==> src/rtl/trap_ctrl.sv <==
// rtl/trap_ctrl.sv - machine-mode trap sequencer: exceptions, MRET and interrupts
//
// Sequences a trap or MRET as IDLE -> FLUSH -> WRITE -> REDIRECT -> IDLE.
// The pipeline is stalled for the whole sequence; the CSR file is written
// once in WRITE and the fetch unit is redirected in REDIRECT.
//
// Build option: define TRAP_CTRL_IRQ_EN to enable interrupt qualification,
// vectoring and the mip_o mirror. Without it only exceptions and MRET are
// handled, irq_* lines are ignored and mip_o is tied to 0.
//
// Parameter
//   VECTORED          1 enables vectored interrupt entry (mtvec[1:0]==01)
// Ports
//   clk_i, rst_i      clock, synchronous active-high reset
//   exc_*             exception request, cause code, faulting pc, tval
//   mret_i            MRET retiring
//   next_pc_i         pc of next unretired instruction (interrupt mepc)
//   irq_*_i           level interrupt lines (ext/sw/timer)
//   csr_*_i           current CSR values; csr_mtvec_i carries mepc while aux_o=1
//   we_exc_o, mcause_o, mepc_o, mtval_o, mstatus_o, aux_o   CSR trap write bus
//   stall_o, flush_o  pipeline control
//   redirect_*        fetch redirect handshake
//   mip_o             pending-interrupt mirror
module trap_ctrl #(
   parameter int VECTORED = 0
) (
   input  logic        clk_i,
   input  logic        rst_i,
   input  logic        exc_valid_i,
   input  logic [3:0]  exc_code_i,
   input  logic [31:0] exc_pc_i,
   input  logic [31:0] exc_tval_i,
   input  logic        mret_i,
   input  logic [31:0] next_pc_i,
   input  logic        irq_ext_i,
   input  logic        irq_sw_i,
   input  logic        irq_timer_i,
   input  logic [31:0] csr_mstatus_i,
   input  logic [31:0] csr_mie_i,
   input  logic [31:0] csr_mepc_i,
   input  logic [31:0] csr_mcause_i,
   input  logic [31:0] csr_mtval_i,
   input  logic [31:0] csr_mtvec_i,
   output logic        we_exc_o,
   output logic [31:0] mcause_o,
   output logic [31:0] mepc_o,
   output logic [31:0] mtval_o,
   output logic [31:0] mstatus_o,
   output logic        aux_o,
   output logic        stall_o,
   output logic        flush_o,
   output logic        redirect_valid_o,
   output logic [31:0] redirect_pc_o,
   input  logic        redirect_ready_i,
   output logic [31:0] mip_o
);

   typedef enum logic [1:0] {S_IDLE, S_FLUSH, S_WRITE, S_REDIRECT} state_t;

   state_t      state, state_nxt;
   logic        lat_irq, lat_mret;
   logic [3:0]  lat_code;
   logic [31:0] lat_pc, lat_tval;
   logic        irq_take;
   logic [3:0]  irq_code;
   logic [31:0] mtvec_base;

   // Keeps lint quiet about CSR/irq bits that only some builds look at.
   logic unused_ok;
   assign unused_ok = ^{csr_mie_i, irq_ext_i, irq_sw_i, irq_timer_i, next_pc_i};

`ifdef TRAP_CTRL_IRQ_EN
   logic [31:0] mip_q;

   // Fixed priority ext > sw > timer, all gated by global MIE.
   always_comb begin
      irq_take = 1'b0;
      irq_code = 4'd0;
      if (csr_mstatus_i[3]) begin
         if (csr_mie_i[11] && irq_ext_i) begin
            irq_take = 1'b1;
            irq_code = 4'd11;
         end else if (csr_mie_i[3] && irq_sw_i) begin
            irq_take = 1'b1;
            irq_code = 4'd3;
         end else if (csr_mie_i[7] && irq_timer_i) begin
            irq_take = 1'b1;
            irq_code = 4'd7;
         end
      end
   end

   always_ff @(posedge clk_i) begin
      if (rst_i)
         mip_q <= 32'd0;
      else
         mip_q <= {20'd0, irq_ext_i, 3'd0, irq_timer_i, 3'd0, irq_sw_i, 3'd0};
   end

   assign mip_o = mip_q;
`else
   assign irq_take = 1'b0;
   assign irq_code = 4'd0;
   assign mip_o    = 32'd0;
`endif

   always_ff @(posedge clk_i) begin
      if (rst_i)
         state <= S_IDLE;
      else
         state <= state_nxt;
   end

   always_comb begin
      state_nxt = state;
      case (state)
         S_IDLE:     if (exc_valid_i || mret_i || irq_take) state_nxt = S_FLUSH;
         S_FLUSH:    state_nxt = S_WRITE;
         S_WRITE:    state_nxt = S_REDIRECT;
         S_REDIRECT: if (redirect_ready_i) state_nxt = S_IDLE;
         default:    state_nxt = S_IDLE;
      endcase
   end

   // Trap context is captured only when leaving IDLE; requests while the
   // sequence runs never disturb it.
   always_ff @(posedge clk_i) begin
      if (rst_i) begin
         lat_irq  <= 1'b0;
         lat_mret <= 1'b0;
         lat_code <= 4'd0;
         lat_pc   <= 32'd0;
         lat_tval <= 32'd0;
      end else if (state == S_IDLE) begin
         if (exc_valid_i) begin
            lat_irq  <= 1'b0;
            lat_mret <= 1'b0;
            lat_code <= exc_code_i;
            lat_pc   <= exc_pc_i;
            lat_tval <= exc_tval_i;
         end else if (mret_i) begin
            lat_irq  <= 1'b0;
            lat_mret <= 1'b1;
            lat_code <= 4'd0;
            lat_pc   <= 32'd0;
            lat_tval <= 32'd0;
         end else if (irq_take) begin
            lat_irq  <= 1'b1;
            lat_mret <= 1'b0;
            lat_code <= irq_code;
            lat_pc   <= next_pc_i;
            lat_tval <= 32'd0;
         end
      end
   end

   assign mtvec_base = {csr_mtvec_i[31:2], 2'b00};

   always_comb begin
      we_exc_o         = 1'b0;
      mcause_o         = 32'd0;
      mepc_o           = 32'd0;
      mtval_o          = 32'd0;
      mstatus_o        = 32'd0;
      aux_o            = 1'b0;
      stall_o          = 1'b0;
      flush_o          = 1'b0;
      redirect_valid_o = 1'b0;
      redirect_pc_o    = 32'd0;
      case (state)
         S_FLUSH: begin
            stall_o = 1'b1;
            flush_o = 1'b1;
         end
         S_WRITE: begin
            stall_o  = 1'b1;
            we_exc_o = 1'b1;
            if (lat_mret) begin
               mepc_o        = csr_mepc_i;
               mcause_o      = csr_mcause_i;
               mtval_o       = csr_mtval_i;
               mstatus_o     = csr_mstatus_i;
               mstatus_o[3]  = csr_mstatus_i[7];
               mstatus_o[7]  = 1'b1;
               mstatus_o[12:11] = 2'b11;
            end else begin
               mcause_o      = {lat_irq, 27'd0, lat_code};
               mepc_o        = {lat_pc[31:2], 2'b00};
               mtval_o       = lat_tval;
               mstatus_o     = csr_mstatus_i;
               mstatus_o[7]  = csr_mstatus_i[3];
               mstatus_o[3]  = 1'b0;
               mstatus_o[12:11] = 2'b11;
            end
         end
         S_REDIRECT: begin
            stall_o          = 1'b1;
            redirect_valid_o = 1'b1;
            // For MRET the CSR file presents mepc on the mtvec input.
            aux_o            = lat_mret;
            if (!lat_mret && lat_irq && (VECTORED == 1) && (csr_mtvec_i[1:0] == 2'b01))
               redirect_pc_o = mtvec_base + {26'd0, lat_code, 2'b00};
            else
               redirect_pc_o = mtvec_base;
         end
         default: ;
      endcase
   end

endmodule

==> config.mk <==
export PLATFORM = sky130hd
export DESIGN_NAME = trap_ctrl
export DESIGN_NICKNAME = d
export VERILOG_FILES = /design/src/rtl/trap_ctrl.sv
export SDC_FILE = /design/constraint.sdc
export NUM_CORES = 1
export LEC_CHECK = 0
export ABC_AREA = 0
export BUFFER_PORTS_ARGS = -buffer_cell sky130_fd_sc_hd__buf_2
export CORE_AREA = 5 5 188 190
export DETAILED_ROUTE_END_ITERATION = 6
export DIE_AREA = 0 0 193 195
export PLACE_DENSITY = 0.39
export SLEW_MARGIN = 20
export SYNTH_ARGS = -nofsm -noshare
export SYNTH_HDL_FRONTEND = slang
export SYNTH_SLANG_ARGS = --single-unit
==> constraint.sdc <==
create_clock -name clk_i -period 1.6 [get_ports clk_i]
set_clock_uncertainty 0.1 [all_clocks]
set_input_delay 0.4 -clock clk_i [delete_from_list [all_inputs] [get_ports clk_i]]
set_output_delay 0.4 -clock clk_i [all_outputs]
set_load 0.01 [all_outputs]
# Yosys cells after proc, flatten, opt, wreduce, memory -nomap -nowiden
# Cells that the tools add are included.
[totals]
latch_bits = 0
ff_bits = 72
elab_cells = 43
input_bits = 300
memories = 0
rom_bits = 0
mem_bits_rw = 0
[op_classes]
mul = 0
order_cmp = 0
shifts = 0
n_reduce_logical = 6
mux = 26
bitwise = 0
div_mod_pow = 0
n_addsub = 0
n_eq_ne = 5
[ops]
columns = ["cell", "n"]
rows = [
  ["2-to-1 mux 32 bit", 11],
  ["2-to-1 mux 1 bit", 9],
  ["2-to-1 mux 4 bit", 2],
  ["2-to-1 mux 8 bit", 1],
  ["case mux 2 bit (4 select lines)", 1],
  ["equality test 2 bit (second input constant)", 2],
  ["2-to-1 mux 2 bit", 2],
  ["inequality test 2 bit (second input constant)", 2],
  ["AND reduction 2 bit", 2],
  ["OR reduction 3 bit", 1],
  ["equality test 2 x 1 -> 1 bit (second input constant)", 1],
  ["zero test 2 bit", 1],
  ["nonzero test 2 bit", 1],
  ["logical OR 1 bit", 1],
]

# Depth between registers and ports, before layout
[depth]
word_depth = 3
ltp_mapped = 8
depth_no_buf = 5

# Least setup slack after synthesis
# Ideal clock, no wire load.
[synth_timing]
path_kind = "register to output"
start = "register state[0]"
end = "output mcause_o[2]"
t_required_ns = 1.100
stages_incl_launch_ff = 6
slack_ns = -0.136
arrival_ns = 1.236
path_cell_list = "dfxtp_1 -> inv_1 -> ha_1 -> buf_2 -> clkbuf_1 -> nor2b_1"
[synth_between]
elab_chain_cells = 2
[synth_lines]
columns = ["item", "line", "text"]
rows = [
  ["start: declaration", "60", "state_t state, state_nxt;"],
  ["start signal: assignment", "111", "state <= state_nxt;"],
  ["equality test 2 bit", "170", "case (state)"],
  ["2-to-1 mux 32 bit", "170", ""],
  ["end: declaration", "45", "output logic [31:0] mcause_o,"],
]
# No other way between the ends.

# Worst setup path after layout
[layout_timing]
start = "register lat_mret"
end = "output mepc_o[18]"
[layout_between]
elab_chain_cells = 2
[layout_lines]
columns = ["item", "line", "text"]
rows = [
  ["start: declaration", "61", "logic lat_irq, lat_mret;"],
  ["start signal: assignment", "130", "lat_mret <= 1'b0;"],
  ["start signal: assignment", "137", "lat_mret <= 1'b0;"],
  ["start signal: assignment", "143", "lat_mret <= 1'b1;"],
  ["2-to-1 mux 32 bit", "178", "if (lat_mret) begin"],
  ["2-to-1 mux 32 bit", "170", ""],
  ["end: declaration", "46", "output logic [31:0] mepc_o,"],
]
# No other way between the ends.

==> flow_metrics.env <==
export IMPL_synth_top_area_share_pct=29.9
export IMPL_antenna_left=0
export IMPL_synth_area_leaders="dfxtp_1 30%, mux2i_1 14%, nor2b_1 9.3%"
export IMPL_r2r_start="state[0]$_SDFFE_PP0P_"
export IMPL_worstPathArrival_ns=1.52
export IMPL_synth_seq_cells=69
export IMPL_min_period_ns=2.02
export IMPL_drv_slew=0
export IMPL_r2r_end="lat_code[1]$_SDFFE_PP0P_"
export IMPL_crit_type="reg -> out"
export IMPL_period_share_pct=126
export IMPL_place_area_um2=7270
export IMPL_avgSynthCellArea_um2=8.64
export IMPL_row_count=67
export IMPL_nets=1281
export IMPL_setup_violations=228
export IMPL_crit_path_end_kind="primary output"
export IMPL_htreeDepth=3
export IMPL_max_freq_mhz=495
export IMPL_slowest_delay_ns=0.37
export IMPL_violations="negative setup slack"
export IMPL_critPathRequiredTime_ns=1.10
export IMPL_hold_buffers=0
export IMPL_via_per_inst=3.80
export IMPL_min_to="lat_tval[18]$_SDFFE_PP0P_"
export IMPL_dieArea_um2=37600
export IMPL_wl_per_cell_um=18.7
export IMPL_start_kind="flop"
export IMPL_antenna_found_initial=7
export IMPL_dp_hpwl_mm=18.4
export IMPL_yosysTopAreaCell="dfxtp_1"
export IMPL_fp_dieH_um=195
export IMPL_clk_latency_ns=0.33
export IMPL_synthAdderAreaFrac_pct=1.90
export IMPL_drt_pass1_iter_count=4
export IMPL_hp_class="in -> reg"
export IMPL_grt_pass1_vias=5450
export IMPL_grt_usage_pct=12.2
export IMPL_cts_root_buf="clkbuf_16"
export IMPL_ios=497
export IMPL_hold_start="exc_tval_i[18]"
export IMPL_syn_inst=535
export IMPL_drc=0
export IMPL_cts_sinks=69
export IMPL_layout_commonest_cell="buf_2"
export IMPL_drtIter0Drc=125
export IMPL_synth_top_family_by_area="simple AND/OR/NAND/NOR gates"
export IMPL_p_leak_nw=4.32
export IMPL_cts_made_buffers=9
export IMPL_muxShareOfSynthArea_pct=14.3
export IMPL_setup_slack_ns=-0.422
export IMPL_area_growth_pct=106
export IMPL_regArea_um2=1390
export IMPL_finalPower_mw=12.3
export IMPL_synth_distinct_cells=23
export IMPL_port_buffers=389
export IMPL_core_um2=33300
export IMPL_vias=5445
export IMPL_grt_max_degree=39
export IMPL_crit_path_top_delay_cell="dfxtp_4"
export IMPL_r2r_setup_slack_ns=-0.16
export IMPL_peakVddDrop_mv=0.444
export IMPL_synth_xor_area_share_pct=0
export IMPL_ff2ff_path_depth=10
export IMPL_hold_viol=0
export IMPL_finalInstanceArea_um2=9520
export IMPL_maxCapViolations=0
export IMPL_cp_num_buf_inv=4
export IMPL_tritoncts="yes"
export IMPL_final_cell_mix="332 x buf_2, 69 x buf_6, 67 x nor2_1"
export IMPL_synth_compound_area_share_pct=14.0
export IMPL_outcome="finished, violations left"
export IMPL_cts_buffer_depth=2
export IMPL_synth_area_um2=4620
export IMPL_start_util_pct=13.9
export IMPL_fill_cells=3574
export IMPL_gp_congestion=0.706
export IMPL_rsz0062_at_grt="true"
export IMPL_multi_input_area_um2=3430
export IMPL_path_clk_slew_ns=0.07
export IMPL_wirelength_mm=26.8
export IMPL_hold_worst_slack_ns=0.202
export IMPL_die_w_um=193
export IMPL_critical_path_max_fanout=6
export IMPL_drive_above_1_share_pct=68.0
export IMPL_synth_simple_area_share_pct=27.3
export IMPL_grt_ovfl_total=0
export IMPL_hold_depth=3
export IMPL_pwr_density_cell_nw_per_um2=1290
export IMPL_path_delay_family="buffers and inverters"
export IMPL_grt_pass1_wl_mm=34.2
export IMPL_ys_seq_area_share_pct=29.9
export IMPL_ys_warn_count=0
export IMPL_cp_cell_sequence="buf_12, buf_8, buf_16, mux2i_4, nor2b_2, buf_2"
-- worst max path at each step --
stage                                      from       endpoint  cells past startpoint
after floorplan           state[0]$_SDFFE_PP0P_  mstatus_o[10]                      5
after global placement    state[0]$_SDFFE_PP0P_    mtval_o[22]                      5
after detailed placement  state[0]$_SDFFE_PP0P_     mepc_o[13]                      5
after CTS                 lat_mret$_SDFFE_PP0P_      mepc_o[1]                      5
after global routing      lat_mret$_SDFFE_PP0P_     mepc_o[18]                      6
final                     lat_mret$_SDFFE_PP0P_     mepc_o[18]                      6
-- area by class of cell --
| class | instances | area share, % |
|---|---|---|
| sequential | 69 | 14.6 |
| inverter | 5 | 0.276 |
| tap | 448 | 5.89 |
| timing repair buffer | 480 | 39.9 |
| antenna | 6 | 0.158 |
| multi-input combinational | 409 | 36.0 |
| clock inverter | 5 | 0.631 |
| clock buffer | 10 | 2.51 |
-- cells in the mapped netlist --
master    count
dfxtp_1      69
nor2b_1      69
nor2_1       67
mux2i_1      66
and2_1       59
buf_4        48
a22oi_1      46
and3_1       31
clkbuf_1     24
a22oi_2      20
buf_2         9
ha_1          7
inv_1         5
buf_6         3
buf_8         2
o21ai_0       2
o41ai_1       2
a211oi_1      1
and2_4        1
conb_1        1
nor3b_1       1
o21a_1        1
o21ai_2       1
-- cell families after synthesis --
logic type	after synthesis
multiplexers	66
AO/OA/AOI/OAI	73
other	1
flip-flops	69
adder cells (fa/ha/maj)	7
AND/OR/NAND/NOR	228
buffers and inverters	91
-- state kept, by name, summed over array words and instances, names as in the netlist --
name      flops
lat_mret      1
lat_pc       30
state         2
lat_code      4
lat_tval     32
-- stage by stage --
step / TNS [ns] / std cells / setup slack [ns] / util [%]
after floorplan: 0 / 568 / 0.00313 / -
after global placement: -8.15 / 1361 / -0.120 / 21.8
after detailed placement: -9.35 / 1361 / -0.122 / 21.8
after CTS: -75.83 / 1404 / -0.460 / 25.4
after global routing: -81.45 / 1430 / -0.499 / 28.6
final: -64.68 / 1432 / -0.422 / 28.6
-- worst register-to-register path: cells and delay by family, from the launching register on --
family / cells / cell delay (ns)
buffers and inverters: 6 / 0.75
DFF: 1 / 0.39
AOI/OAI and AO/OA: 2 / 0.21
adders and majority gates: 1 / 0.16
and+or+nand+nor: 1 / 0.08
-- power breakdown --
part,switching (mW),internal [mW]
Clock,0.859,1.25
Sequential,0.280,2.03
Combinational,3.43,4.48
Total,4.57,7.75
-- metal layers --
layer  track usage (%)  share of wire (%)  routed length [um]
met5                 0              0.075                  20
met4              2.65                1.5                 402
met3              3.71                7.6                2050
met2              24.3                 56               15000
met1              12.2                 35                9350
-- what timing repair did --
| action | 4_1_cts | 5_1_grt |
|---|---|---|
| gates cloned | 13 | 15 |
| buffers inserted | 17 | 13 |
| endpoints found under the setup margin | 231 | 232 |
| pin swaps | 9 | 64 |
| gates resized for setup | 91 | 162 |
No activity file was read; power rests on OpenSTA's default activity.
